**config.mk**
```make
export PLATFORM = sky130hd
export DESIGN_NAME = if_fetch_buffer_flat
export DESIGN_NICKNAME = d
export VERILOG_FILES = /design/src/rtl/if_fetch_buffer_if.sv /design/src/rtl/if_fetch_buffer.sv /design/src/flat_wrapper.sv
export SDC_FILE = /design/constraint.sdc
export NUM_CORES = 1
export LEC_CHECK = 0
export ABC_AREA = 1
export ABC_CLOCK_PERIOD_IN_PS = 4850
export BUFFER_PORTS_ARGS = -buffer_cell sky130_fd_sc_hd__buf_4
export CAP_MARGIN = 0
export CORE_UTILIZATION = 54
export CTS_CLUSTER_SIZE = 24
export DETAILED_ROUTE_END_ITERATION = 16
export GPL_TIMING_DRIVEN = 1
export PLACE_DENSITY = 0.8
export SLEW_MARGIN = 15
export SYNTH_ARGS = -nofsm -noshare
export SYNTH_HDL_FRONTEND = slang
export SYNTH_SLANG_ARGS = --single-unit
export TNS_END_PERCENT = 10
```
**constraint.sdc**
```tcl
create_clock -name clk -period 4.85 [get_ports clk]
set_input_delay 0.2425 -clock clk [delete_from_list [all_inputs] [get_ports clk]]
set_output_delay 0.2425 -clock clk [all_outputs]
set_load 0.05 [all_outputs]
```
**src/rtl/if_fetch_buffer_if.sv**
```systemverilog
// rtl/if_fetch_buffer_if.sv - signal bundle between the fetch stage, instruction ROM, ctrl and decode
//
// Purpose: groups every non-clock/reset signal of if_fetch_buffer so the fetch
// stage and its surroundings connect through one port.
//
// Signals (direction seen from the fetch stage, modport master):
//   jump_en_i     in   1   redirect request from ctrl
//   jump_addr_i   in  32   redirect target (bits [1:0] ignored)
//   id_ready_i    in   1   decode accepts inst_o this cycle
//   rom_req_o     out  1   ROM read request
//   rom_addr_o    out 32   ROM byte address, word aligned
//   rom_data_i    in  32   ROM data, valid the cycle after its request
//   inst_valid_o  out  1   FIFO head valid
//   inst_o        out 32   FIFO head instruction, NOP when invalid
//   inst_addr_o   out 32   FIFO head address, 0 when invalid
//   pc_o          out 32   next fetch PC (debug/trace)
//
// Modport slave is the mirror view used by the ROM/ctrl/decode side.

interface if_fetch_buffer_if;
   logic        jump_en_i;
   logic [31:0] jump_addr_i;
   logic        id_ready_i;
   logic        rom_req_o;
   logic [31:0] rom_addr_o;
   logic [31:0] rom_data_i;
   logic        inst_valid_o;
   logic [31:0] inst_o;
   logic [31:0] inst_addr_o;
   logic [31:0] pc_o;

   modport master (
      input  jump_en_i,
      input  jump_addr_i,
      input  id_ready_i,
      input  rom_data_i,
      output rom_req_o,
      output rom_addr_o,
      output inst_valid_o,
      output inst_o,
      output inst_addr_o,
      output pc_o
   );

   modport slave (
      output jump_en_i,
      output jump_addr_i,
      output id_ready_i,
      output rom_data_i,
      input  rom_req_o,
      input  rom_addr_o,
      input  inst_valid_o,
      input  inst_o,
      input  inst_addr_o,
      input  pc_o
   );
endinterface

```
**src/rtl/if_fetch_buffer.sv**
```systemverilog
// rtl/if_fetch_buffer.sv - instruction fetch stage with prefetch FIFO and jump redirect
//
// Purpose: owns the fetch PC, issues word reads to a latency-1 synchronous
// instruction ROM, queues returned instructions with their addresses in a
// DEPTH-entry FIFO and hands them to decode over a valid/ready handshake.
// A jump from ctrl empties the FIFO, kills the in-flight read and restarts
// fetch at the (word-aligned) target in the same cycle.
//
// Ports:
//   clk    in   1   clock
//   rstn   in   1   synchronous active-low reset
//   bus    if       if_fetch_buffer_if.master: ctrl redirect, ROM request/
//                   response, decode handshake and pc_o trace output
//
// Parameters:
//   RESET_PC  fetch address after reset
//   DEPTH     prefetch FIFO entries, power of two, >= 2
//   NOP_INST  value on inst_o whenever the head is not valid

module if_fetch_buffer #(
   parameter logic [31:0] RESET_PC = 32'h0000_0000,
   parameter int          DEPTH    = 2,
   parameter logic [31:0] NOP_INST = 32'h0000_0013
) (
   input  logic               clk,
   input  logic               rstn,
   if_fetch_buffer_if.master  bus
);

   localparam int             PW      = $clog2(DEPTH);
   localparam int             CW      = $clog2(DEPTH) + 1;
   localparam logic [CW:0]    DEPTH_W = (CW+1)'(DEPTH);

   // Fetch PC and FIFO storage.
   logic [31:0]   pc_q;
   logic [31:0]   data_mem [DEPTH];
   logic [31:0]   addr_mem [DEPTH];
   logic [PW-1:0] rd_ptr_q;
   logic [PW-1:0] wr_ptr_q;
   logic [CW-1:0] count_q;

   // One read can be outstanding; its address travels with it so the FIFO
   // entry carries the PC of the instruction it holds.
   logic          inflight_q;
   logic [31:0]   inflight_addr_q;

   logic          jump;
   logic [31:0]   jump_target;
   logic          head_valid;
   logic          pop;
   logic          push;
   logic [CW:0]   demand;
   logic          issue;
   logic [31:0]   fetch_addr;

   always_comb begin
      jump        = rstn & bus.jump_en_i;
      // Masking the whole word keeps every target bit in use; bits [1:0]
      // are simply forced to zero.
      jump_target = bus.jump_addr_i & 32'hFFFF_FFFC;
      head_valid  = rstn & (count_q != '0);
      pop         = head_valid & bus.id_ready_i;
      // A returning word is dropped when a jump lands in the same cycle:
      // it belongs to the stream being abandoned.
      push        = inflight_q & ~jump;
      // Entries that will exist once everything already promised lands,
      // minus the one decode takes this cycle. Issuing only while this is
      // below DEPTH is what guarantees a push never finds the FIFO full.
      demand      = {1'b0, count_q}
                  + {{CW{1'b0}}, inflight_q}
                  - {{CW{1'b0}}, pop};
      issue       = rstn & (jump | (demand < DEPTH_W));
      fetch_addr  = !rstn ? RESET_PC : (jump ? jump_target : pc_q);
   end

   assign bus.rom_req_o    = issue;
   assign bus.rom_addr_o   = fetch_addr;
   assign bus.inst_valid_o = head_valid;
   assign bus.inst_o       = head_valid ? data_mem[rd_ptr_q] : NOP_INST;
   assign bus.inst_addr_o  = head_valid ? addr_mem[rd_ptr_q] : 32'h0;
   assign bus.pc_o         = rstn ? pc_q : RESET_PC;

   // Control state. Jump wins over stall and pop: the FIFO is emptied and
   // the read issued this cycle at the target becomes the only one in flight.
   always_ff @(posedge clk) begin
      if (!rstn) begin
         pc_q            <= RESET_PC;
         rd_ptr_q        <= '0;
         wr_ptr_q        <= '0;
         count_q         <= '0;
         inflight_q      <= 1'b0;
         inflight_addr_q <= RESET_PC;
      end else if (jump) begin
         rd_ptr_q        <= '0;
         wr_ptr_q        <= '0;
         count_q         <= '0;
         inflight_q      <= 1'b1;
         inflight_addr_q <= jump_target;
         pc_q            <= jump_target + 32'd4;
      end else begin
         if (push) begin
            wr_ptr_q <= wr_ptr_q + PW'(1);
         end
         if (pop) begin
            rd_ptr_q <= rd_ptr_q + PW'(1);
         end
         count_q    <= count_q + CW'(push) - CW'(pop);
         inflight_q <= issue;
         if (issue) begin
            inflight_addr_q <= pc_q;
            // 32-bit add wraps 0xFFFF_FFFC back to 0.
            pc_q            <= pc_q + 32'd4;
         end
      end
   end

   // FIFO payload needs no reset: count_q gates every read of it.
   always_ff @(posedge clk) begin
      if (rstn && push) begin
         data_mem[wr_ptr_q] <= bus.rom_data_i;
         addr_mem[wr_ptr_q] <= inflight_addr_q;
      end
   end

endmodule

```
**src/flat_wrapper.sv**
```systemverilog
// flat-port wrapper written by rule: the top's interface ports become plain ports
module if_fetch_buffer_flat 
#(
   parameter logic [31:0] RESET_PC = 32'h0000_0000,
   parameter int          DEPTH    = 2,
   parameter logic [31:0] NOP_INST = 32'h0000_0013
)
  (clk, rstn, bus_jump_en_i, bus_jump_addr_i, bus_id_ready_i, bus_rom_data_i, bus_rom_req_o, bus_rom_addr_o, bus_inst_valid_o, bus_inst_o, bus_inst_addr_o, bus_pc_o);
  if_fetch_buffer_if bus_i ();
  input  logic clk;
  input  logic rstn;
  input wire logic [$bits(bus_i.jump_en_i)-1:0] bus_jump_en_i;
  input wire logic [$bits(bus_i.jump_addr_i)-1:0] bus_jump_addr_i;
  input wire logic [$bits(bus_i.id_ready_i)-1:0] bus_id_ready_i;
  input wire logic [$bits(bus_i.rom_data_i)-1:0] bus_rom_data_i;
  output wire logic [$bits(bus_i.rom_req_o)-1:0] bus_rom_req_o;
  output wire logic [$bits(bus_i.rom_addr_o)-1:0] bus_rom_addr_o;
  output wire logic [$bits(bus_i.inst_valid_o)-1:0] bus_inst_valid_o;
  output wire logic [$bits(bus_i.inst_o)-1:0] bus_inst_o;
  output wire logic [$bits(bus_i.inst_addr_o)-1:0] bus_inst_addr_o;
  output wire logic [$bits(bus_i.pc_o)-1:0] bus_pc_o;
  assign bus_i.jump_en_i = bus_jump_en_i;
  assign bus_i.jump_addr_i = bus_jump_addr_i;
  assign bus_i.id_ready_i = bus_id_ready_i;
  assign bus_i.rom_data_i = bus_rom_data_i;
  assign bus_rom_req_o = bus_i.rom_req_o;
  assign bus_rom_addr_o = bus_i.rom_addr_o;
  assign bus_inst_valid_o = bus_i.inst_valid_o;
  assign bus_inst_o = bus_i.inst_o;
  assign bus_inst_addr_o = bus_i.inst_addr_o;
  assign bus_pc_o = bus_i.pc_o;
  if_fetch_buffer #(.RESET_PC(RESET_PC), .DEPTH(DEPTH), .NOP_INST(NOP_INST)) u_core (.clk(clk), .rstn(rstn), .bus(bus_i));
endmodule
```
==> results of run 1 <==
==> final timing paths <==
path	slack, ns	from	cells after the start	to
min	0.20	bus_id_ready_i	4	flop
max reg2reg	1.78	u_core.count_q[1]	16	u_core.pc_q[28]
max	1.38	u_core.count_q[1]	12	bus_rom_req_o
min reg2reg	0.45	u_core.inflight_addr_q[17]	0	u_core.addr_mem[1][17]
==> kinds of logic after synthesis <==
group                      count (synthesis)  synth area share
DFF                                      190             0.569
and+or+nand+nor                          413             0.193
muxes                                     60            0.0760
other                                      1          0.000423
adders and majority gates                  5           0.00790
xor gates and xnor gates                   4           0.00395
AOI/OAI and AO/OA                         84            0.0536
buffers and inverters                    207            0.0962
==> cells in the final DEF (no fill, tap or decap), types with 21 or more instances in the layout <==
master,Yosys,routed
sky130_fd_sc_hd__o22ai_1,34,34
sky130_fd_sc_hd__dfxtp_1,66,65
sky130_fd_sc_hd__edfxtp_1,124,124
sky130_fd_sc_hd__nand2_1,253,253
sky130_fd_sc_hd__dlygate4sd3_1,0,32
sky130_fd_sc_hd__inv_1,156,156
sky130_fd_sc_hd__nor2_1,82,80
sky130_fd_sc_hd__nand3_1,49,49
sky130_fd_sc_hd__buf_4,7,195
sky130_fd_sc_hd__o21ai_0,21,21
sky130_fd_sc_hd__mux2_2,59,59
==> critical path: cells and delay by family, from the launching register on <==
family | cells | cell delay (ns)
buf+inv | 4 | 0.78
flops | 1 | 0.32
fa+ha+maj | 2 | 0.73
compound gates | 2 | 0.19
simple gates | 4 | 0.76
==> final cells by class <==
class / instances / area (sq um) / share of cell area
inverter: 159 / 597 / 0.0527
multi-input combinational: 572 / 3020 / 0.266
tap: 216 / 270 / 0.0238
clock inverter: 14 / 171 / 0.0151
sequential: 190 / 5050 / 0.445
clock buffer: 18 / 429 / 0.0379
timing repair buffer: 228 / 1800 / 0.159
==> timing repair <==
item                      in CTS  in global routing
hold endpoints to repair      64                  0
resized for setup              0                  0
hold buffers                  32                  0
==> state kept, by name, summed over array words and instances (netlist names), named ones only <==
| signal | flops |
|---|---|
| u_core.data_mem | 64 |
| u_core.inflight_q | 1 |
| u_core.addr_mem | 60 |
| u_core.inflight_addr_q | 30 |
| u_core.rd_ptr_q | 1 |
| u_core.count_q | 2 |
| u_core.pc_q | 30 |
| u_core.wr_ptr_q | 1 |
==> synthesized netlist by cell type (all sizes together), types with 3 or more instances <==
library cell and count:
mux2 59, xor2 3, nor2 94, clkbuf 23
o22ai 34, dfxtp 66, buf 25, inv 159
nand3 50, nand2 265, o21ai 26, a21oi 19
ha 4, o211ai 5, edfxtp 124
==> power breakdown <==
group          switching [W]  internal (W)
combinational       0.000587      0.000264
clock               0.000632      0.000779
sequential         0.0000625       0.00186
total                0.00128       0.00290
==> stage by stage <==
| stage | setup WS, ns | total power, W | util |
|---|---|---|---|
| 6_report | 1.38 | 0.00418 | 0.711 |
| 5_1_grt | 1.21 | 0.00435 | 0.711 |
| 4_1_cts | 1.39 | 0.00419 | 0.711 |
| 3_5_place_dp | 1.41 | 0.00277 | 0.653 |
| 3_3_place_gp | 1.43 | 0.00275 | 0.653 |
| 2_1_floorplan | 0.956 | 0.00252 | - |
==> routing by layer <==
metal,vias to the layer above,part of all wire,wire (microns)
met1,3265,0.41,8790
met3,51,0.070,1510
met2,279,0.49,10500
met4,0,0.034,728
met5,-,0,0
li1,3501,-,-
==> results.env, run 1 <==
OUTCOME='complete, no violations'
CRITICAL_PATH.MAX_STAGE_DELAY_NS=0.43
CRITICAL_PATH.SLOWEST_CELL='sky130_fd_sc_hd__fa_1'
DPL-INSTANCE-AREA_SQ_UM=10400
GLOBAL_ROUTE_WIRE_LENGTH_BEFORE_REPAIR_MM=32.9
MET1_TRACK_DEMAND_OVER_RESOURCE=0.305
START_KIND='flop'
GR-TOTAL-OVERFLOW=0
GRT_USE_TOTAL=0.258
VIA_PER_INST=5.08
SYNTH_AREA_PER_CELL_SQ_UM=9.20
TIGHTEST_HOLD_MARGIN_NS=0.204
CRITPATHCAPTURETYPE='output port'
POWER.IR.VDD_WORST_V=0.000295
PWR_DENSITY_CELL_nW_PER_UM2=369
FINALCRITPERIODSHARE=0.715
CTSHTREEMAXLEVEL=4
NUM-FILL-CELLS=1161
CLOCK_LATENCY_NS=0.44
SYN-CELL-AREA_SQ_UM=8870
FINAL_LAYOUT_SIZE_SUFFIX_GT1_FRAC=0.270
SYNTH_ASYNC_SR_FLOP_SHARE=0
FP.DIEW_MICRONS=130
WORST-ENDPOINT-ARRIVAL_NS=3.22
LAYOUT.CELL_AREA.NON_FILLER_SQ_UM=11300
SYNTH.AREA.TOP_CELLS='sky130_fd_sc_hd__edfxtp_1, sky130_fd_sc_hd__dfxtp_1, sky130_fd_sc_hd__nand2_1, sky130_fd_sc_hd__mux2_2, sky130_fd_sc_hd__inv_1'
GRT_MAX_DEGREE=74
BUFFER_PORTS.INSERTED=189
GRTUSAGEMET3=0.0570
NUMBER_OF_ANTENNA_CELLS_INSERTED=0
DIE-HEIGHT_MICRONS=130
DIEAREA_SQ_UM=16900
GPL.FINAL_WEIGHTED_CONGESTION=0.942
POST-SYNTH-TOP-AREA-CELL='sky130_fd_sc_hd__edfxtp_1'
SETUP-VIOLATIONS-FINAL=0
SYN-INSTANCE-COUNT=964
CTS-ROOT-TO-SINK-BUFFERS=2
CTS-ROOT-BUF='sky130_fd_sc_hd__clkbuf_16'
CRIT_CHAIN='inv_1 > a21oi_4 > nand2_1 > inv_1 > ha_1 > nor2_1 > fa_1 > a21oi_1 > nand2_1 > nand2_2 > buf_12 > buf_4'
LAYOUT.CELLS.NON_FILLER=1397
SLEW_VIOLATIONS=0
FINALCLOCKSKEW_NS=0.00595
SYNTHFLOPTYPE='sky130_fd_sc_hd__edfxtp_1'
NUMBER_OF_GLOBAL_ROUTE_VIAS_BEFORE_REPAIR=6806
SETUP_TOTAL_NEG_SLACK_NS=0
GRT.MET2_USAGE=0.443
ROUTE.DETAILED.DRC=0
INITIAL_UTIL=0.556
PIN_COUNT=198
TIMING.FMAX_MHz=289
CRIT_PATH_MAX_FANOUT=59
CAP_VIOL_MAX_COUNT=0
SYNTH.YOSYS.WARNINGS=0
CRITPATHREQUIREDTIME_NS=4.61
SYN2LAYOUT_AREA_GROWTH_PCT=27.8
SYNTH_CELL_TYPE_COUNT=32
GRT_ANTENNA_BEFORE_REPAIR=0
FINAL_ANTENNA_NET_COUNT=0
CORE_SQ_UM=15900
BUSIEST_LAYER='met2'
CTS_INSERTED_BUFFERS=17
HPWLAFTERDP_MM=14.2
FINALNETCOUNT=1241
HP-CLASS='primary input to flop'
SYNTH.TOP_CELL.AREA_SHARE=0.420
TRITONCTS='done'
WORSTMARGINPINSLEW_NS=1.01
CTS.CLK_SLEW.WORST_PATHS_NS=0.07
YS_SEQ_ELEMENTS=190
CORE.ROWCOUNT=46
SYNTH-EDFF-COUNT=124
DR_TOTAL_VIAS=7096
RSZ0062_AT_GRT='false'
PLACEDCELLCOUNT=1333
DRT_FIRST_PASS_ITERS=5
FINALWIRELENGTH_MM=21.5
YOSYSSEQAREASHARE=0.569
CLOCK_SINKS=190
HOLD_VIOL=0
WORSTSETUPPATHTYPE='flop to output port'
MAX_SLEW_MARGIN=0.324
TOTAL_LEAKAGE_POWER_nW=5.44
ROUTED_WIRE_LENGTH_PER_INSTANCE_MICRONS=15.4
CTS_POST_SETUP_BUFFERS_INSERTED=0
DETAILEDROUTE.FIRSTITERATIONVIOLATIONS=549
POST-ROUTE-MIN-PERIOD_NS=3.47
Note: power is estimated with default switching activity, not from simulation.
==> inputs of run 2 (changes only) <==
- ABC_AREA: 1 -> 0
- ABC_CLOCK_PERIOD_IN_PS: 4850 -> 3200
- PLACE_DENSITY: 0.8 -> 0.79
- clock period: 4.85 -> 3.2 ns (I/O delays scaled with it)
==> run 2 against run 1 <==
Compared with the run above:
- wire length grew 2.1%
- largest power group unchanged
- global-route usage shrank 0.28 points
- combinational power grew 15%
- power grew 38%
- clock-buffer cell count shrank 1
- first-iteration DRC count shrank 12%
==> results.env, run 2 <==
LAYOUT_COMMONEST_CELL='sky130_fd_sc_hd__buf_4'
WORST_REG2REG_ENDPOINT='u_core.pc_q[28]'
LAYOUT_UTILIZATION=0.712  # +0.00140
LARGEST_REGISTER_FF_COUNT=64  # unchanged
DIEAREA_SQ_UM=17400  # +2.5%
LAYOUT_COMMON_CELLS='sky130_fd_sc_hd__buf_4, sky130_fd_sc_hd__edfxtp_1, sky130_fd_sc_hd__nor2_1, sky130_fd_sc_hd__nand2_1, sky130_fd_sc_hd__mux2i_1'
WORST-R2R-SETUP-SLACK_NS=0.21  # -1.57 ns
DESIGN_POWER_TOTAL_W=0.00579  # +38%
CAP_VIOL_MAX_COUNT=0  # unchanged
SYNTHFLOPTYPE='sky130_fd_sc_hd__edfxtp_1'
NUMBER_OF_GLOBAL_ROUTE_VIAS_BEFORE_REPAIR=6645  # -2.4%
COMBINATIONALPOWERSHARE=0.169  # -0.035
CRITPATHCAPTURETYPE='output port'
FINALCLOCKSKEW_NS=0.0103  # +0.00431 ns
HPWLAFTERDP_MM=14.6  # +3.2%
DRT_FIRST_PASS_ITERS=5  # unchanged
CTS.CLK_SLEW.WORST_PATHS_NS=0.07  # about the same
SYNTH.AREA.TOP_CELLS='sky130_fd_sc_hd__edfxtp_1, sky130_fd_sc_hd__dfxtp_1, sky130_fd_sc_hd__mux2i_1, sky130_fd_sc_hd__nor2_1, sky130_fd_sc_hd__nand2_1'
WORSTREGTOREGCELLS=11  # -5
WHS_ENDPOINT='u_core.inflight_addr_q[19]'
SYNTH_CELL_TYPE_COUNT=62  # +94%
PIN_COUNT=198  # unchanged
REGISTERS.TOP_BY_FF_COUNT='u_core.data_mem'
YOSYSSEQAREASHARE=0.555  # -0.0141
SLEW_VIOLATIONS=0  # unchanged
GRT_MAX_DEGREE=85  # +15%
TRITONCTS='done'
WORSTMARGINPINSLEW_NS=0.671  # -0.344 ns
SYNTH.TOP_CELLS.BY_COUNT='sky130_fd_sc_hd__edfxtp_1, sky130_fd_sc_hd__nor2_1, sky130_fd_sc_hd__nand2_1, sky130_fd_sc_hd__mux2i_1, sky130_fd_sc_hd__dfxtp_1'
SYN2LAYOUT_AREA_GROWTH_PCT=29.4
SEQUENTIAL_CELL_AREA_IN_THE_FINAL_LAYOUT_SQ_UM=5050  # about the same
SYNTH_ASYNC_SR_FLOP_SHARE=0  # unchanged
MAX_SLEW_MARGIN=0.552  # +0.229
POWER.CLOCK.FRACTION=0.349  # +0.011
HOLDCRITSTARTPOINT='bus_jump_addr_i[19]'
CORE.ROWCOUNT=47  # +2.2%
YS_SEQ_ELEMENTS=190  # unchanged
FINAL_CRITICAL_PATH_SETUP_SLACK_NS=0.128  # -1.26 ns
PWR_DENSITY_CELL_nW_PER_UM2=492  # +33%
BUFFER_PORTS.INSERTED=189  # unchanged
HOLD_VIOL=0  # unchanged
POWER_SWITCHING_SHARE=0.291  # -0.0155
REG_TOP3='u_core.data_mem: 64 flops, u_core.addr_mem: 60 flops'
CTS_INSERTED_BUFFERS=17  # unchanged
POST-SYNTH-TOP-AREA-CELL='sky130_fd_sc_hd__edfxtp_1'
CTS-ROOT-BUF='sky130_fd_sc_hd__clkbuf_16'
POWER.IR.VDD_WORST_V=0.000380  # +29%
FINALNETCOUNT=1139  # -8.2%
GPL.FINAL_WEIGHTED_CONGESTION=0.864  # -8.3%
MIN_DELAY_PATH_DEPTH=3  # -1
GRT_ANTENNA_BEFORE_REPAIR=0  # unchanged
SYN-INSTANCE-COUNT=848  # -12%
SYNTH-EDFF-COUNT=124  # unchanged
NUMBER_OF_ANTENNA_CELLS_INSERTED=0  # unchanged
NUM-FILL-CELLS=1206  # +3.9%
WORST-ENDPOINT-ARRIVAL_NS=2.91  # -0.31 ns
HP-CLASS='primary input to flop'
GR-TOTAL-OVERFLOW=0  # unchanged
POWER.SHARE.SEQUENTIAL=0.483  # +0.024
CLOCK_LATENCY_NS=0.44  # about the same
WORSTSETUPPATHTYPE='flop to output port'
START_KIND='flop'
VIA_PER_INST=5.41  # +6.6%
CORE_SQ_UM=16500  # +3.6%
DR_TOTAL_VIAS=7031  # -0.92%
CRIT-REG2REG-LAUNCH='u_core.count_q[1]'
CRIT_PATH_MAX_FANOUT=4  # -93%
TIMING.FMAX_MHz=326
ROUTED_WIRE_LENGTH_PER_INSTANCE_MICRONS=16.9  # +9.8%
DIE-HEIGHT_MICRONS=132  # +1.2%
ROUTE.DETAILED.DRC=0  # unchanged
TOTAL_LEAKAGE_POWER_nW=4.58  # -16%
SYNTH.YOSYS.WARNINGS=0  # unchanged
OUTCOME='complete, no violations'
PRE_CTS_WS_NS=-0.0419  # -1.46 ns
CTSHTREEMAXLEVEL=4  # unchanged
FINAL_ANTENNA_NET_COUNT=0  # unchanged
INTPOWER_W=0.00410  # +42%
CTS-ROOT-TO-SINK-BUFFERS=2  # unchanged
RSZ0062_AT_GRT='false'
SETUP-VIOLATIONS-FINAL=0  # unchanged
SYNTH.TOP_CELL.AREA_SHARE=0.409  # -0.0104
INITIAL_UTIL=0.550  # -0.00596
FINALWIRELENGTH_MM=21.9  # +2.1%
POWER.SWITCHING_W=0.00169  # +31%
CRITPATHREQUIREDTIME_NS=3.04  # -1.57 ns
SYNTH_AREA_PER_CELL_SQ_UM=10.7  # +17%
POST-ROUTE-MIN-PERIOD_NS=3.07
GLOBAL_ROUTE_WIRE_LENGTH_BEFORE_REPAIR_MM=34.8  # +5.8%
SYN-CELL-AREA_SQ_UM=9090  # +2.5%
FP.DIEW_MICRONS=132  # +1.2%
SETUP_TOTAL_NEG_SLACK_NS=0  # unchanged
FINAL_LAYOUT_SIZE_SUFFIX_GT1_FRAC=0.264  # -0.00598
CLOCK_SINKS=190  # unchanged
FINALCRITPERIODSHARE=0.960
DETAILEDROUTE.FIRSTITERATIONVIOLATIONS=481  # -12%
YOSYSMOSTFREQUENTCELL='sky130_fd_sc_hd__edfxtp_1'
GRT_USE_TOTAL=0.256  # -0.00278
TIGHTEST_HOLD_MARGIN_NS=0.0234  # -0.181 ns
MULTIINPUTGATEAREA_SQ_UM=3780  # +25%
==> run 2: timing repair <==
item,CTS,global route
gates resized for setup,5,1
endpoints found under the hold margin,65,0
setup buffers,0,1
hold buffers,33,0
setup endpoints to repair,20,2
==> run 2: worst max-delay path by stage <==
stage	from	to	slack, ns	cells after the start
2_1_floorplan	rstn	u_core.inflight_addr_q[18]	-0.72	15
3_3_place_gp	u_core.count_q[1]	u_core.inflight_addr_q[23]	0.09	12
3_5_place_dp	u_core.count_q[1]	u_core.inflight_addr_q[21]	-0.04	12
4_1_cts	u_core.count_q[1]	bus_rom_req_o	0.06	11
5_1_grt	u_core.count_q[1]	bus_rom_req_o	0.006	11
6_report	u_core.count_q[1]	bus_rom_req_o	0.13	11
==> run 2: power by group through the flow <==
stage / Sequential (W) / Combinational, W / Clock [W]
detailed placement: 0.00285 / 0.000928 / 0
finish: 0.00279 / 0.000976 / 0.00202
floorplan: 0.00282 / 0.000617 / 0
global route: 0.00280 / 0.00104 / 0.00213
CTS: 0.00279 / 0.000974 / 0.00205
global placement: 0.00284 / 0.000916 / 0
==> run 2: stage by stage <==
step	cell area, sq um	instances
after floorplan	9110	853
after global placement	10800	1233
after detailed placement	10800	1233
after CTS	11800	1298
after global routing	11800	1299
final	11800	1299
==> run 2: cell type report <==
type | instances | area share
clock buffers | 17 | 0.0361
multi-input cells | 593 | 0.321
inverters | 12 | 0.00383
repair buffers | 252 | 0.174
flip-flops and latches | 190 | 0.429
clock inverters | 15 | 0.0121
well taps | 220 | 0.0234
==> run 2: worst max-delay path, cell delays in order, from the launching register on <==
cell and delay, ns:
sky130_fd_sc_hd__dfxtp_1 0.36, sky130_fd_sc_hd__o21ai_4 0.16, sky130_fd_sc_hd__inv_1 0.06, sky130_fd_sc_hd__and2_1 0.17
sky130_fd_sc_hd__ha_1 0.31, sky130_fd_sc_hd__nor2b_1 0.16, sky130_fd_sc_hd__fa_1 0.48, sky130_fd_sc_hd__or2_4 0.31
sky130_fd_sc_hd__nand2b_4 0.09, sky130_fd_sc_hd__nand2_1 0.09, sky130_fd_sc_hd__inv_2 0.13, sky130_fd_sc_hd__buf_6 0.17
==> run 2: cells by family (layout without fill, tap and decap cells) <==
| kind of cell | Yosys count | count (layout) | share of synthesized area |
|---|---|---|---|
| muxes | 96 | 96 | 0.107 |
| AOI/OAI and AO/OA | 105 | 105 | 0.0739 |
| other | 1 | 6 | 0.000412 |
| DFF | 190 | 190 | 0.555 |
| xor gates and xnor gates | 38 | 38 | 0.0366 |
| adders and majority gates | 5 | 5 | 0.00771 |
| buffers and inverters | 70 | 296 | 0.0355 |
| and+or+nand+nor | 343 | 343 | 0.184 |
==> run 2: per-layer routing <==
metal | routed length (microns) | global-route usage | vias up
li1 | - | - | 3450
met1 | 9780 | 0.351 | 3333
met2 | 10500 | 0.417 | 223
met3 | 1290 | 0.0404 | 25
met4 | 340 | 0.0807 | 0
met5 | 0 | 0 | -
==> inputs of run 3 (changes only) <==
- CORE_MARGIN: default -> 2
- MAX_ROUTING_LAYER: default -> met4
==> run 3 against run 2 <==
Compared with the run above:
- worst hold slack gained 0.012 ns
- die area grew 3.1%
- combinational power shrank 0.5%
- critical endpoint unchanged
- highest routed layer unchanged
==> results.env, run 3 (synthesis results as in run 2) <==
GPL.FINAL_WEIGHTED_CONGESTION=0.871  # +0.79%
FINAL_LAYOUT_SIZE_SUFFIX_GT1_FRAC=0.267  # +0.00253
HOLD_VIOL=0  # unchanged
GRT_USE_TOTAL=0.258  # +0.00211
CRITICAL_PATH.SLOWEST_CELL='sky130_fd_sc_hd__fa_1'
CTS-ROOT-TO-SINK-BUFFERS=2  # unchanged
WORSTMARGINPINSLEW_NS=0.647  # -0.0241 ns
GLOBAL_ROUTE_WIRE_LENGTH_BEFORE_REPAIR_MM=35.1  # +0.95%
SYN2LAYOUT_AREA_GROWTH_PCT=29.7
DETAILEDROUTE.FIRSTITERATIONVIOLATIONS=556  # +16%
NUMBER_OF_GLOBAL_ROUTE_VIAS_BEFORE_REPAIR=6732  # +1.3%
CLOCK_SINKS=190  # unchanged
FINALCRITPERIODSHARE=0.944  # -0.0163
CRITICAL_PATH.MAX_STAGE_DELAY_NS=0.47  # about the same
FINAL_ANTENNA_NET_COUNT=0  # unchanged
POWER.IR.VDD_WORST_V=0.000361  # -5.1%
POST-ROUTE-MIN-PERIOD_NS=3.02  # -0.0521 ns
DRT_FIRST_PASS_ITERS=5  # unchanged
DR_TOTAL_VIAS=7080  # +0.70%
FP.DIEW_MICRONS=134  # +1.5%
CTSHTREEMAXLEVEL=4  # unchanged
CLOCK_LATENCY_NS=0.42  # -0.02 ns
ROUTE.DETAILED.DRC=0  # unchanged
PIN_COUNT=198  # unchanged
TIMING.FMAX_MHz=331  # +1.7%
CRIT_PATH_MAX_FANOUT=4  # unchanged
FINALWIRELENGTH_MM=22.3  # +1.6%
HP-CLASS='primary input to flop'
MIN_DELAY_PATH_DEPTH=3  # unchanged
BUFFER_PORTS.INSERTED=189  # unchanged
WORSTREGTOREGCELLS=11  # unchanged
FINALNETCOUNT=1140  # +0.088%
WORSTSETUPPATHTYPE='flop to output port'
CRIT-REG2REG-LAUNCH='u_core.count_q[1]'
RSZ0062_AT_GRT='false'
CTS-ROOT-BUF='sky130_fd_sc_hd__clkbuf_16'
CAP_VIOL_MAX_COUNT=0  # unchanged
CRIT_CHAIN='o21ai_4 > inv_1 > and2_1 > ha_1 > nor2b_2 > fa_1 > or2_4 > nand2b_4 > nand2_1 > inv_2 > buf_6'
CRITPATHCAPTURETYPE='output port'
REGISTERS.TOP_BY_FF_COUNT='u_core.data_mem'
CTS.CLK_SLEW.WORST_PATHS_NS=0.07  # about the same
WORST-ENDPOINT-ARRIVAL_NS=2.86  # -0.05 ns
PRE_CTS_WS_NS=0.0411  # +0.0830 ns
FINALCLOCKSKEW_NS=0.00902  # -0.00124 ns
MAX_SLEW_MARGIN=0.569  # +0.0165
START_KIND='flop'
INITIAL_UTIL=0.550  # unchanged
TIGHTEST_HOLD_MARGIN_NS=0.0350  # +0.0116 ns
GRT_MAX_DEGREE=85  # unchanged
CORE_SQ_UM=16500  # unchanged
TOTAL_LEAKAGE_POWER_nW=4.59  # +0.19%
SLEW_VIOLATIONS=0  # unchanged
ENDPOINT='bus_rom_req_o'
CORE.ROWCOUNT=47  # unchanged
OUTCOME='complete, no violations'
CTS_INSERTED_BUFFERS=17  # unchanged
GRT_ANTENNA_BEFORE_REPAIR=0  # unchanged
REG_TOP3='u_core.data_mem: 64 flops, u_core.addr_mem: 60 flops'
GR-TOTAL-OVERFLOW=0  # unchanged
SETUP-VIOLATIONS-FINAL=0  # unchanged
TRITONCTS='done'
LARGEST_REGISTER_FF_COUNT=64  # unchanged
TIMING.CRITICAL_PATH.FROM='u_core.count_q[1]'
FINAL_CRITICAL_PATH_SETUP_SLACK_NS=0.181  # +0.0521 ns
ROUTED_WIRE_LENGTH_PER_INSTANCE_MICRONS=17.1  # +1.5%
DIEAREA_SQ_UM=17900  # +3.1%
NUMBER_OF_ANTENNA_CELLS_INSERTED=0  # unchanged
LAYOUT_COMMONEST_CELL='sky130_fd_sc_hd__buf_4'
HPWLAFTERDP_MM=14.9  # +1.7%
CRITPATHREQUIREDTIME_NS=3.04  # about the same
WORST_REG2REG_ENDPOINT='u_core.pc_q[28]'
DIE-HEIGHT_MICRONS=134  # +1.5%
WORST-R2R-SETUP-SLACK_NS=0.19  # -0.02 ns
LAYOUT_COMMON_CELLS='sky130_fd_sc_hd__buf_4, sky130_fd_sc_hd__edfxtp_1, sky130_fd_sc_hd__nor2_1, sky130_fd_sc_hd__nand2_1, sky130_fd_sc_hd__mux2i_1'
PWR_DENSITY_CELL_nW_PER_UM2=500  # +1.6%
VIA_PER_INST=5.45  # +0.62%
## run 3: changes by cell type in the layout (fill, tap and decap cells not counted), sizes merged
| cell | before | now |
|---|---|---|
| clkinv | 7 | 3 |
| bufinv | 0 | 2 |
| clkinvlp | 0 | 2 |
| buf | 219 | 220 |
## run 3: worst max-delay path, delay by kind of cell, from the launching register on
family	cells	cell delay, ns
AND/OR/NAND/NOR	5	0.81
adder cells (fa/ha/maj)	2	0.79
flip-flops	1	0.35
buffers and inverters	3	0.35
AO/OA/AOI/OAI	1	0.15
## run 3: worst min path at each step
stage | slack [ns] | start | to
2_1_floorplan | 0.26 | bus_rom_data_i[0] | u_core.data_mem[0][0]
4_1_cts | 0.008 | bus_jump_addr_i[19] | u_core.inflight_addr_q[19]
6_report | 0.03 | bus_jump_addr_i[19] | u_core.inflight_addr_q[19]
5_1_grt | 0.05 | bus_jump_addr_i[18] | u_core.pc_q[18]
3_5_place_dp | 0.35 | bus_rom_data_i[2] | u_core.data_mem[1][2]
3_3_place_gp | 0.35 | bus_rom_data_i[20] | u_core.data_mem[0][20]
## run 3: area by class of cell
| class | instances | area (sq um) |
|---|---|---|
| Multi-Input combinational cell | 593 | 3790 |
| Fill cell | 1238 | 4730 |
| Sequential cell | 190 | 5050 |
| Clock inverter | 15 | 171 |
| Timing Repair Buffer | 253 | 2040 |
| Inverter | 12 | 45.0 |
| Clock buffer | 17 | 425 |
| Tap cell | 220 | 275 |
## run 3: stage by stage
| step | cell area (sq um) | std cells | util | total power, W | TNS (ns) |
|---|---|---|---|---|---|
| finish | 11800 | 1300 | 0.714 | 0.00589 | 0 |
| global route | 11800 | 1300 | 0.714 | 0.00609 | 0 |
| CTS | 11800 | 1300 | 0.713 | 0.00591 | 0 |
| detailed placement | 10800 | 1234 | 0.655 | 0.00377 | 0 |
| global placement | 10800 | 1234 | 0.655 | 0.00375 | 0 |
| floorplan | 9110 | 853 | - | 0.00344 | -17.10 |
## run 3: metal layers
layer | track usage | part of all wire | vias up | wire, microns
li1 | - | - | 3446 | -
met1 | 0.348 | 0.45 | 3376 | 10100
met2 | 0.411 | 0.48 | 241 | 10600
met3 | 0.0457 | 0.058 | 17 | 1300
met4 | 0.0591 | 0.011 | 0 | 244
met5 | - | 0 | - | 0
## run 3: repair_timing
action,CTS,global route
buffers inserted,1,0
setup endpoints to repair,9,4
hold buffers,33,0
hold endpoints to repair,65,0
gates resized for setup,4,5
pin swaps,0,1
## run 3: power by group
group          internal [W]  leakage, nW  switching (W)  total, W
logic              0.000346         2.59       0.000625  0.000971
registers           0.00272         1.71      0.0000788   0.00280
clock network       0.00118        0.291       0.000945   0.00212
